**src/rtl/enemy_spawner.sv**
```systemverilog
// enemy_spawner
//   Paces enemy spawns in waves. Each wave waits COOLDOWN game ticks between
//   spawns, grants the lowest-index idle slot, waits for the field to clear,
//   pauses BREAK_TICKS game ticks and starts the next, larger wave.
//
// Ports
//   clk        : system clock, rising edge
//   reset      : synchronous, active-high
//   gameTick   : one-clk pulse per game step
//   enable     : 1 = run, 0 = freeze (lockouts still count down)
//   dead       : per-slot idle flag from each Enemy
//   canSpawn   : one-hot spawn grant, one-clk pulse
//   spawnType  : type of the granted enemy (1..3), 0 when no grant
//   waveNum    : current wave index, saturating at 15
//   waveActive : 1 while in COOLDOWN, SPAWN or CLEAR
module enemy_spawner #(
    parameter int NUM_SLOTS   = 4,
    parameter int COOLDOWN    = 8,
    parameter int WAVE_BASE   = 4,
    parameter int BREAK_TICKS = 16
) (
    input  logic                 clk,
    input  logic                 reset,
    input  logic                 gameTick,
    input  logic                 enable,
    input  logic [NUM_SLOTS-1:0] dead,
    output logic [NUM_SLOTS-1:0] canSpawn,
    output logic [1:0]           spawnType,
    output logic [3:0]           waveNum,
    output logic                 waveActive
);

    localparam int CW = $clog2(COOLDOWN + 2);
    localparam int SW = $clog2(WAVE_BASE + 17);
    localparam int BW = $clog2(BREAK_TICKS + 2);

    typedef enum logic [4:0] {
        S_IDLE     = 5'b00001,
        S_COOLDOWN = 5'b00010,
        S_SPAWN    = 5'b00100,
        S_CLEAR    = 5'b01000,
        S_BREAK    = 5'b10000
    } state_t;

    state_t                      r_state, w_state_nxt;
    logic [CW-1:0]               r_cool, w_cool_nxt;
    logic [SW-1:0]               r_spawn_cnt, w_spawn_nxt;
    logic [BW-1:0]               r_break, w_break_nxt;
    logic [3:0]                  r_wave, w_wave_nxt, w_wave_inc;
    logic [7:0]                  r_lfsr, w_lfsr_nxt;
    logic [NUM_SLOTS-1:0][1:0]   r_lock, w_lock_nxt;
    logic [NUM_SLOTS-1:0]        w_lock_clr, w_elig, w_grant;
    logic [NUM_SLOTS-1:0]        r_can_spawn;
    logic [1:0]                  r_spawn_type, w_type;
    logic                        r_wave_active;
    logic                        w_fire;

    // Eligible = idle and out of lockout; x & -x isolates the lowest set bit.
    assign w_elig     = dead & w_lock_clr;
    assign w_grant    = w_elig & (-w_elig);
    assign w_wave_inc = (r_wave == 4'd15) ? 4'd15 : r_wave + 4'd1;
    assign w_type     = (r_wave == 4'd0 || r_lfsr[1:0] == 2'd0) ? 2'd1 : r_lfsr[1:0];

    // Lockouts run regardless of enable so an Enemy's slow dead-deassert
    // cannot cause a double grant after a freeze.
    for (genvar g = 0; g < NUM_SLOTS; g++) begin : g_lock
        assign w_lock_clr[g] = (r_lock[g] == 2'd0);
        assign w_lock_nxt[g] = (w_fire && w_grant[g]) ? 2'd3 :
                               (w_lock_clr[g] ? 2'd0 : r_lock[g] - 2'd1);
    end

    always_comb begin
        w_state_nxt = r_state;
        w_cool_nxt  = r_cool;
        w_spawn_nxt = r_spawn_cnt;
        w_break_nxt = r_break;
        w_wave_nxt  = r_wave;
        w_lfsr_nxt  = r_lfsr;
        w_fire      = 1'b0;
        if (enable) begin
            if (gameTick) begin
                w_lfsr_nxt = {r_lfsr[6:0], r_lfsr[7] ^ r_lfsr[5] ^ r_lfsr[4] ^ r_lfsr[3]};
            end
            unique case (r_state)
                S_IDLE: begin
                    w_state_nxt = S_COOLDOWN;
                    w_cool_nxt  = CW'(COOLDOWN);
                    w_spawn_nxt = SW'(WAVE_BASE) + SW'(r_wave);
                end
                S_COOLDOWN: begin
                    if (r_cool == '0) begin
                        w_state_nxt = S_SPAWN;
                    end else if (gameTick) begin
                        w_cool_nxt = r_cool - CW'(1);
                    end
                end
                S_SPAWN: begin
                    // Cooldown reload here wins over any coincident gameTick,
                    // since decrementing only happens in COOLDOWN.
                    if (w_elig != '0) begin
                        w_fire      = 1'b1;
                        w_spawn_nxt = r_spawn_cnt - SW'(1);
                        w_cool_nxt  = CW'(COOLDOWN);
                        w_state_nxt = (r_spawn_cnt <= SW'(1)) ? S_CLEAR : S_COOLDOWN;
                    end
                end
                S_CLEAR: begin
                    if ((&dead) && (&w_lock_clr)) begin
                        w_state_nxt = S_BREAK;
                        w_break_nxt = BW'(BREAK_TICKS);
                    end
                end
                S_BREAK: begin
                    if (r_break == '0) begin
                        w_wave_nxt  = w_wave_inc;
                        w_cool_nxt  = CW'(COOLDOWN);
                        w_spawn_nxt = SW'(WAVE_BASE) + SW'(w_wave_inc);
                        w_state_nxt = S_COOLDOWN;
                    end else if (gameTick) begin
                        w_break_nxt = r_break - BW'(1);
                    end
                end
                default: w_state_nxt = S_IDLE;
            endcase
        end
    end

    always_ff @(posedge clk) begin
        if (reset) begin
            r_state       <= S_IDLE;
            r_cool        <= '0;
            r_spawn_cnt   <= '0;
            r_break       <= '0;
            r_wave        <= '0;
            r_lfsr        <= 8'hA5;
            r_lock        <= '0;
            r_can_spawn   <= '0;
            r_spawn_type  <= '0;
            r_wave_active <= 1'b0;
        end else begin
            r_state       <= w_state_nxt;
            r_cool        <= w_cool_nxt;
            r_spawn_cnt   <= w_spawn_nxt;
            r_break       <= w_break_nxt;
            r_wave        <= w_wave_nxt;
            r_lfsr        <= w_lfsr_nxt;
            r_lock        <= w_lock_nxt;
            r_can_spawn   <= w_fire ? w_grant : '0;
            r_spawn_type  <= w_fire ? w_type : 2'd0;
            r_wave_active <= (w_state_nxt == S_COOLDOWN) || (w_state_nxt == S_SPAWN) ||
                             (w_state_nxt == S_CLEAR);
        end
    end

    assign canSpawn   = r_can_spawn;
    assign spawnType  = r_spawn_type;
    assign waveNum    = r_wave;
    assign waveActive = r_wave_active;

endmodule
```
**config.mk**
```make
export PLATFORM = sky130hd
export DESIGN_NAME = enemy_spawner
export DESIGN_NICKNAME = d
export VERILOG_FILES = /design/src/rtl/enemy_spawner.sv
export SDC_FILE = /design/constraint.sdc
export NUM_CORES = 1
export LEC_CHECK = 0
export CAP_MARGIN = 30
export CORE_MARGIN = 4
export CORE_UTILIZATION = 62
export CTS_CLUSTER_DIAMETER = 40
export DETAILED_ROUTE_END_ITERATION = 8
export PLACE_DENSITY = 0.84
export SYNTH_ARGS = -nofsm -noshare
export SYNTH_HDL_FRONTEND = slang
export SYNTH_SLANG_ARGS = --single-unit
```
**constraint.sdc**
```tcl
create_clock -name clk -period 5.25 [get_ports clk]
set_input_delay 0.7875 -clock clk [delete_from_list [all_inputs] [get_ports clk]]
set_output_delay 0.7875 -clock clk [all_outputs]
set_load 0.01 [all_outputs]
```
==> flow_summary.ini, run 1 <==
[synthesis]
seq_area_frac_synth_pct = 38.3
synth_top_family_by_area = simple AND/OR/NAND/NOR gates
synth-seq-cells = 46
synthMuxAreaShare_pct = 2.50
syn-cell-area_um2 = 2400
yosys.area_share.simple_pct = 27.4
synth_cell_types = 52
yosysWarnings = 0
syn_inst = 294
syn-num-nets = 311
synth_compound_area_share_pct = 18.5
synth_area_per_cell_um2 = 8.17
synthAdderAreaFrac_pct = 4.69
synth_xor_area_share_pct = 2.92

[global_route]
top_usage_layer = met2
grt_max_degree = 26
gr-usage-met1_pct = 28.0
grt_pass1_vias = 1960
grt_pass1_wl_mm = 8.78
grt_antenna_before_repair = 0
use_met3_pct = 5.47
overflow = 0
track_usage_pct = 21.6
groute.layer.met2.usage_pct = 35.2

[flow_run]
cap_violations = 0

[cts]
cts_buffers = 5
post_cts_resized = 0
cts-htree-levels = 2
post-cts-setup-buffers = 0
hold_buffers = 0
clock_latency_ns = 0.31
clk_pin_slew_ns = 0.10
clockBufferDepth = 2
clkSinkCount = 46
cts_tree = built
cts-root-buf = clkbuf_8

[routing]
route.vias.total = 2119
drtAntennaViolNets = 0
wirelength_mm = 5.14
first_iter_violations = 115
drcViolationCount = 0
via_per_inst = 6.02
firstDrtPassIters = 5
wire_per_inst_um = 14.6

[die]
core_um2 = 3720
num_rows = 22
start_util_pct = 64.6
fp.dieH_um = 70.2
dieArea_um2 = 4930
die_width_um = 70.2
num_io_pins = 19

[placement]
pre_cts_ws_ns = 2.16
post-dp-hpwl_mm = 3.65
io_buffers = 18
place_inst = 344
routabilityCongestion = 0.892

[setup_path]
crit_required_ns = 5.45
max_stage_delay_ns = 0.50
cp_num_buf_inv = 1
cp_slowest_cell = or3b_2
cp_top_family = simple AND/OR/NAND/NOR gates
r2r_slack_ns = 2.73
critPathKind = input port to flip-flop
worst-path-max-fanout = 4
startpoint_type = input port
cp.arrival_ns = 2.98
worst_setup_path_end_kind = flip-flop
crit_chain = clkdlybuf4s50_1 > or3b_2 > nor4_1 > nand2b_1 > a211oi_2 > a31oi_1 > o21a_1

[sta]
setup_tns_ns = 0
fmax_mhz = 360
worst_pin_slew_ns = 1.01
setup_viol = 0
maxSlewHeadroom_pct = 32.4
min_period_ns = 2.78
finalCritPeriodShare_pct = 52.9
clock_skew_ns = 0.0110
rsz0062_at_grt = no
layout_setup_ws_ns = 2.47
hold_violations = 0
hold_ws_ns = 0.458
final_max_slew_viol_count = 0

[power_and_ir_drop]
powerDensity_nw_per_um2 = 264
fin_total_pwr_uw = 700
peakVddDrop_v = 0.000138
p_leak_nw = 0.981

[finish]
fillers = 309
mostFrequentLayoutCells = dfxtp_1, nor2_1, nand2_1
final_layout_size_suffix_gt1_share_pct = 6.91
final_common_cell = dfxtp_1
area_delta_synth_final_pct = 10.5
final-seq-area_um2 = 921
n_antenna_cell = 0
fin_nets = 320
fin_cells = 352
multiInputGateArea_um2 = 1350

[status]
status = complete, no violations

[hold_path]
min_path_type = flip-flop to flip-flop
-- per-layer routing --
| metal | vias up | share of wire, % |
|---|---|---|
| met4 | 0 | 1.1 |
| met5 | - | 0 |
| met3 | 7 | 6.9 |
| met1 | 987 | 46 |
| met2 | 69 | 46 |
| li1 | 1056 | - |
-- worst paths after layout --
path / cells after the start / endpoint / start
worst max register to register: 6 / r_cool[3] / r_state[3]
worst min-delay path: 1 / r_lock[0] / r_lock[0]
worst min register to register: 1 / r_lock[0] / r_lock[0]
worst max-delay path: 7 / r_break[4] / dead[3]
-- synthesized netlist by cell type (all sizes together) --
library cell	n	area [um^2]
dfxtp	46	921
nor2	34	128
nand2	30	113
a21oi	23	115
nand3	18	90.1
inv	14	52.6
o21ai	11	58.8
buf	10	58.8
ha	9	113
nor3	8	40.0
clkbuf	6	22.5
mux2i	6	60.1
nand2b	6	37.5
nor3b	6	50.1
a31o	5	43.8
o22ai	5	31.3
or3b	5	43.8
xnor2	5	43.8
a211oi	4	35.0
a31oi	4	25.0
and3	3	18.8
nand3b	3	22.5
nand4	3	33.8
o21a	3	22.5
xor2	3	26.3
a311oi	2	17.5
nor2b	2	12.5
nor4	2	12.5
o211ai	2	15.0
or4	2	18.8
a21o	1	7.51
a221o	1	10.0
a221oi	1	8.76
a2bb2oi	1	8.76
and2	1	6.26
nand4bb	1	11.3
nor4b	1	8.76
o211a	1	10.0
o22a	1	8.76
o2bb2ai	1	8.76
o31a	1	10.0
o32ai	1	8.76
or2	1	6.26
or3	1	6.26
-- logic make-up (layout without fill, tap and decap cells) --
| logic type | after synthesis | after routing |
|---|---|---|
| AND/OR/NAND/NOR | 127 | 127 |
| AO/OA/AOI/OAI | 68 | 68 |
| flip-flops | 46 | 46 |
| buffers and inverters | 30 | 40 |
| adder cells (fa/ha/maj) | 9 | 9 |
| XOR/XNOR | 8 | 8 |
| multiplexers | 6 | 6 |
-- sequential cells by signal, indices dropped and copies added (netlist names), 4 cells and up --
| signal | count |
|---|---|
| r_lfsr | 8 |
| r_lock | 8 |
| r_break | 5 |
| r_spawn_cnt | 5 |
| r_state | 5 |
| canSpawn | 4 |
| r_cool | 4 |
| waveNum | 4 |
-- power breakdown --
group	switching (mW)	total, mW	internal [mW]
logic	0.0558	0.0969	0.0411
clock network	0.131	0.228	0.0962
registers	0.0143	0.375	0.361
total	0.201	0.700	0.498
-- cell type report --
class,instances,area share (%)
inverter,14,1.98
multi-input combinational,218,50.8
clock inverter,3,0.943
tap,48,2.26
timing repair buffer,18,6.79
clock buffer,5,2.59
sequential,46,34.7
-- worst reg2reg max path, delay by kind of cell, from the launching register on --
family | cells | cell delay, ns
flip-flops | 1 | 0.40
AO/OA/AOI/OAI | 2 | 0.56
XOR/XNOR | 1 | 0.21
AND/OR/NAND/NOR | 3 | 1.17
-- stage by stage --
step	util, %	instance area [um^2]
5_1_grt	71.4	2660
6_report	71.4	2660
4_1_cts	71.4	2660
3_5_place_dp	68.9	2560
3_3_place_gp	68.9	2560
2_1_floorplan	-	2400
No activity file was read; power rests on OpenSTA's default activity.
==> run 2: changes to the inputs <==
--- a/config.mk
+++ b/config.mk
@@ -7,10 +7,10 @@
 export LEC_CHECK = 0
 export CAP_MARGIN = 30
 export CORE_MARGIN = 4
-export CORE_UTILIZATION = 62
+export CORE_UTILIZATION = 58
 export CTS_CLUSTER_DIAMETER = 40
 export DETAILED_ROUTE_END_ITERATION = 8
-export PLACE_DENSITY = 0.84
+export PLACE_DENSITY = 0.79
 export SYNTH_ARGS = -nofsm -noshare
 export SYNTH_HDL_FRONTEND = slang
 export SYNTH_SLANG_ARGS = --single-unit
==> constraint.sdc (replaced) <==
create_clock -name clk -period 2.8 [get_ports clk]
set_input_delay 0.42 -clock clk [delete_from_list [all_inputs] [get_ports clk]]
set_output_delay 0.42 -clock clk [all_outputs]
set_load 0.01 [all_outputs]
==> run 2 against run 1 <==
Against the previous run: flip-flop and latch count did not move; total power rose by 86%; cell count rose by 2.3%; clock skew fell by 0.0012 ns; non-clock buffer count rose by 6; first-iteration DRC count rose by 17%; final area rose by 1.8%; wire length fell by 1.3%; combinational power rose by 94%; die area rose by 6.1%; critical path depth did not move; setup slack got worse by 2.1 ns.
==> flow_summary.ini, run 2 (synthesis results as in run 1) <==
[finish]
final-seq-area_um2 = 921
area_delta_synth_final_pct = 12.5
final_cell_area_um2 = 2700
multiInputGateArea_um2 = 1350
fin_nets = 326
final_common_cell = dfxtp_1
n_antenna_cell = 0
fillers = 332
top_regs = r_lfsr: 8 flops, r_lock: 8 flops
mostFrequentLayoutCells = dfxtp_1, nor2_1, nand2_1
final_layout_size_suffix_gt1_share_pct = 8.71

[routing]
route.vias.total = 2117
wire_per_inst_um = 14.1
first_iter_violations = 135
via_per_inst = 5.88
drtAntennaViolNets = 0
wirelength_mm = 5.08
drcViolationCount = 0
firstDrtPassIters = 4

[cts]
clk_pin_slew_ns = 0.09
cts_tree = built
post_cts_resized = 0
clock_latency_ns = 0.30
cts-root-buf = clkbuf_8
cts-htree-levels = 2
hold_buffers = 0
clockBufferDepth = 2
clkSinkCount = 46
post-cts-setup-buffers = 0
cts_buffers = 5

[die]
start_util_pct = 60.1
core_um2 = 4000
fp.dieH_um = 72.4
num_io_pins = 19
dieArea_um2 = 5240
die_width_um = 72.4
num_rows = 23

[setup_path]
crit_required_ns = 3.00
r2r_cells = 8
critPathKind = input port to flip-flop
cp_slowest_cell = or3b_2
max_stage_delay_ns = 0.50
cp_top_family = simple AND/OR/NAND/NOR gates
path_depth = 7
worst-path-max-fanout = 4
startpoint_type = input port
cp_num_buf_inv = 1
cp.arrival_ns = 2.59
crit_chain = clkdlybuf4s50_1 > or3b_2 > nor4_1 > nand2b_1 > a211oi_2 > a31oi_1 > o21a_1
worst_setup_path_end_kind = flip-flop

[global_route]
grt_pass1_vias = 1821
grt_antenna_before_repair = 0
grt_pass1_wl_mm = 8.43
track_usage_pct = 20.0
overflow = 0
grt_max_degree = 18

[power_and_ir_drop]
power_frac_comb_pct = 14.4
switching_share_pct = 27.8
powerDensity_nw_per_um2 = 482
peakVddDrop_v = 0.000306
net-switching-power_uw = 362
p_leak_nw = 1.01
clkPwrFrac_pct = 31.6
seq_power_share_pct = 54.0
fin_total_pwr_mw = 1.30
p_int_uw = 941

[sta]
hold_ws_ns = 0.448
clock_skew_ns = 0.00977
maxSlewHeadroom_pct = 65.4
hold_violations = 0
setup_tns_ns = 0
fmax_mhz = 418
rsz0062_at_grt = no
setup_viol = 0
min_period_ns = 2.39
worst_pin_slew_ns = 0.511
finalCritPeriodShare_pct = 85.4
final_max_slew_viol_count = 0

[hold_path]
min_path_cells = 1
min_path_type = flip-flop to flip-flop

[flow_run]
cap_violations = 0

[placement]
post-dp-hpwl_mm = 3.69
placed_area_um2 = 2610
io_buffers = 18
routabilityCongestion = 0.919

[status]
status = complete, no violations
run 2: cell types whose count changed in the layout (fill, tap and decap cells not counted), sizes merged:
cell  previous run  this run
buf              0         6
run 2: through the flow:
| step | setup WS [ns] | util [%] | instances |
|---|---|---|---|
| global placement | 0.190 | 65.2 | 352 |
| detailed placement | 0.126 | 65.2 | 352 |
| floorplan | 0.679 | - | 294 |
| global route | 0.231 | 67.6 | 360 |
| finish | 0.409 | 67.6 | 360 |
| CTS | 0.400 | 67.6 | 360 |
run 2: final timing paths:
kind / start / to / slack, ns
worst max register to register: r_break[0] / r_spawn_cnt[3] / 0.41
worst min-delay path: r_lock[0] / r_lock[0] / 0.45
worst min register to register: r_lock[0] / r_lock[0] / 0.45
worst max-delay path: dead[3] / r_break[4] / 0.41
run 2: cell type report:
class | count | share of cell area, %
tap | 50 | 2.31
timing repair buffer | 24 | 8.33
clock buffer | 5 | 2.55
multi-input combinational | 218 | 49.9
inverter | 14 | 1.94
sequential | 46 | 34.1
clock inverter | 3 | 0.926
run 2: power by group through the flow:
stage                     clock [mW]  combinational, mW  sequential, mW
after floorplan                    0              0.150           0.706
after global placement             0              0.182           0.717
after detailed placement           0              0.184           0.718
after CTS                      0.423              0.186           0.703
after global routing           0.446              0.209           0.707
final                          0.412              0.188           0.703
run 2: worst reg2reg max path, stage by stage (launching register included):
cell and delay, ns:
dfxtp_1 0.32, inv_1 0.10, ha_1 0.17, nor4b_1 0.44, o31a_2 0.25, o21ai_2 0.08
or4_4 0.55, o21a_1 0.21, o21a_1 0.16
run 2: metal layers:
layer	GRT usage, %	vias up	part of all wire, %	wire, um
met3	3.05	9	3.3	166
met4	8.14	0	1.9	98
met1	27.0	997	49	2470
met5	0	-	0	0
li1	-	1072	-	-
met2	31.9	39	46	2350
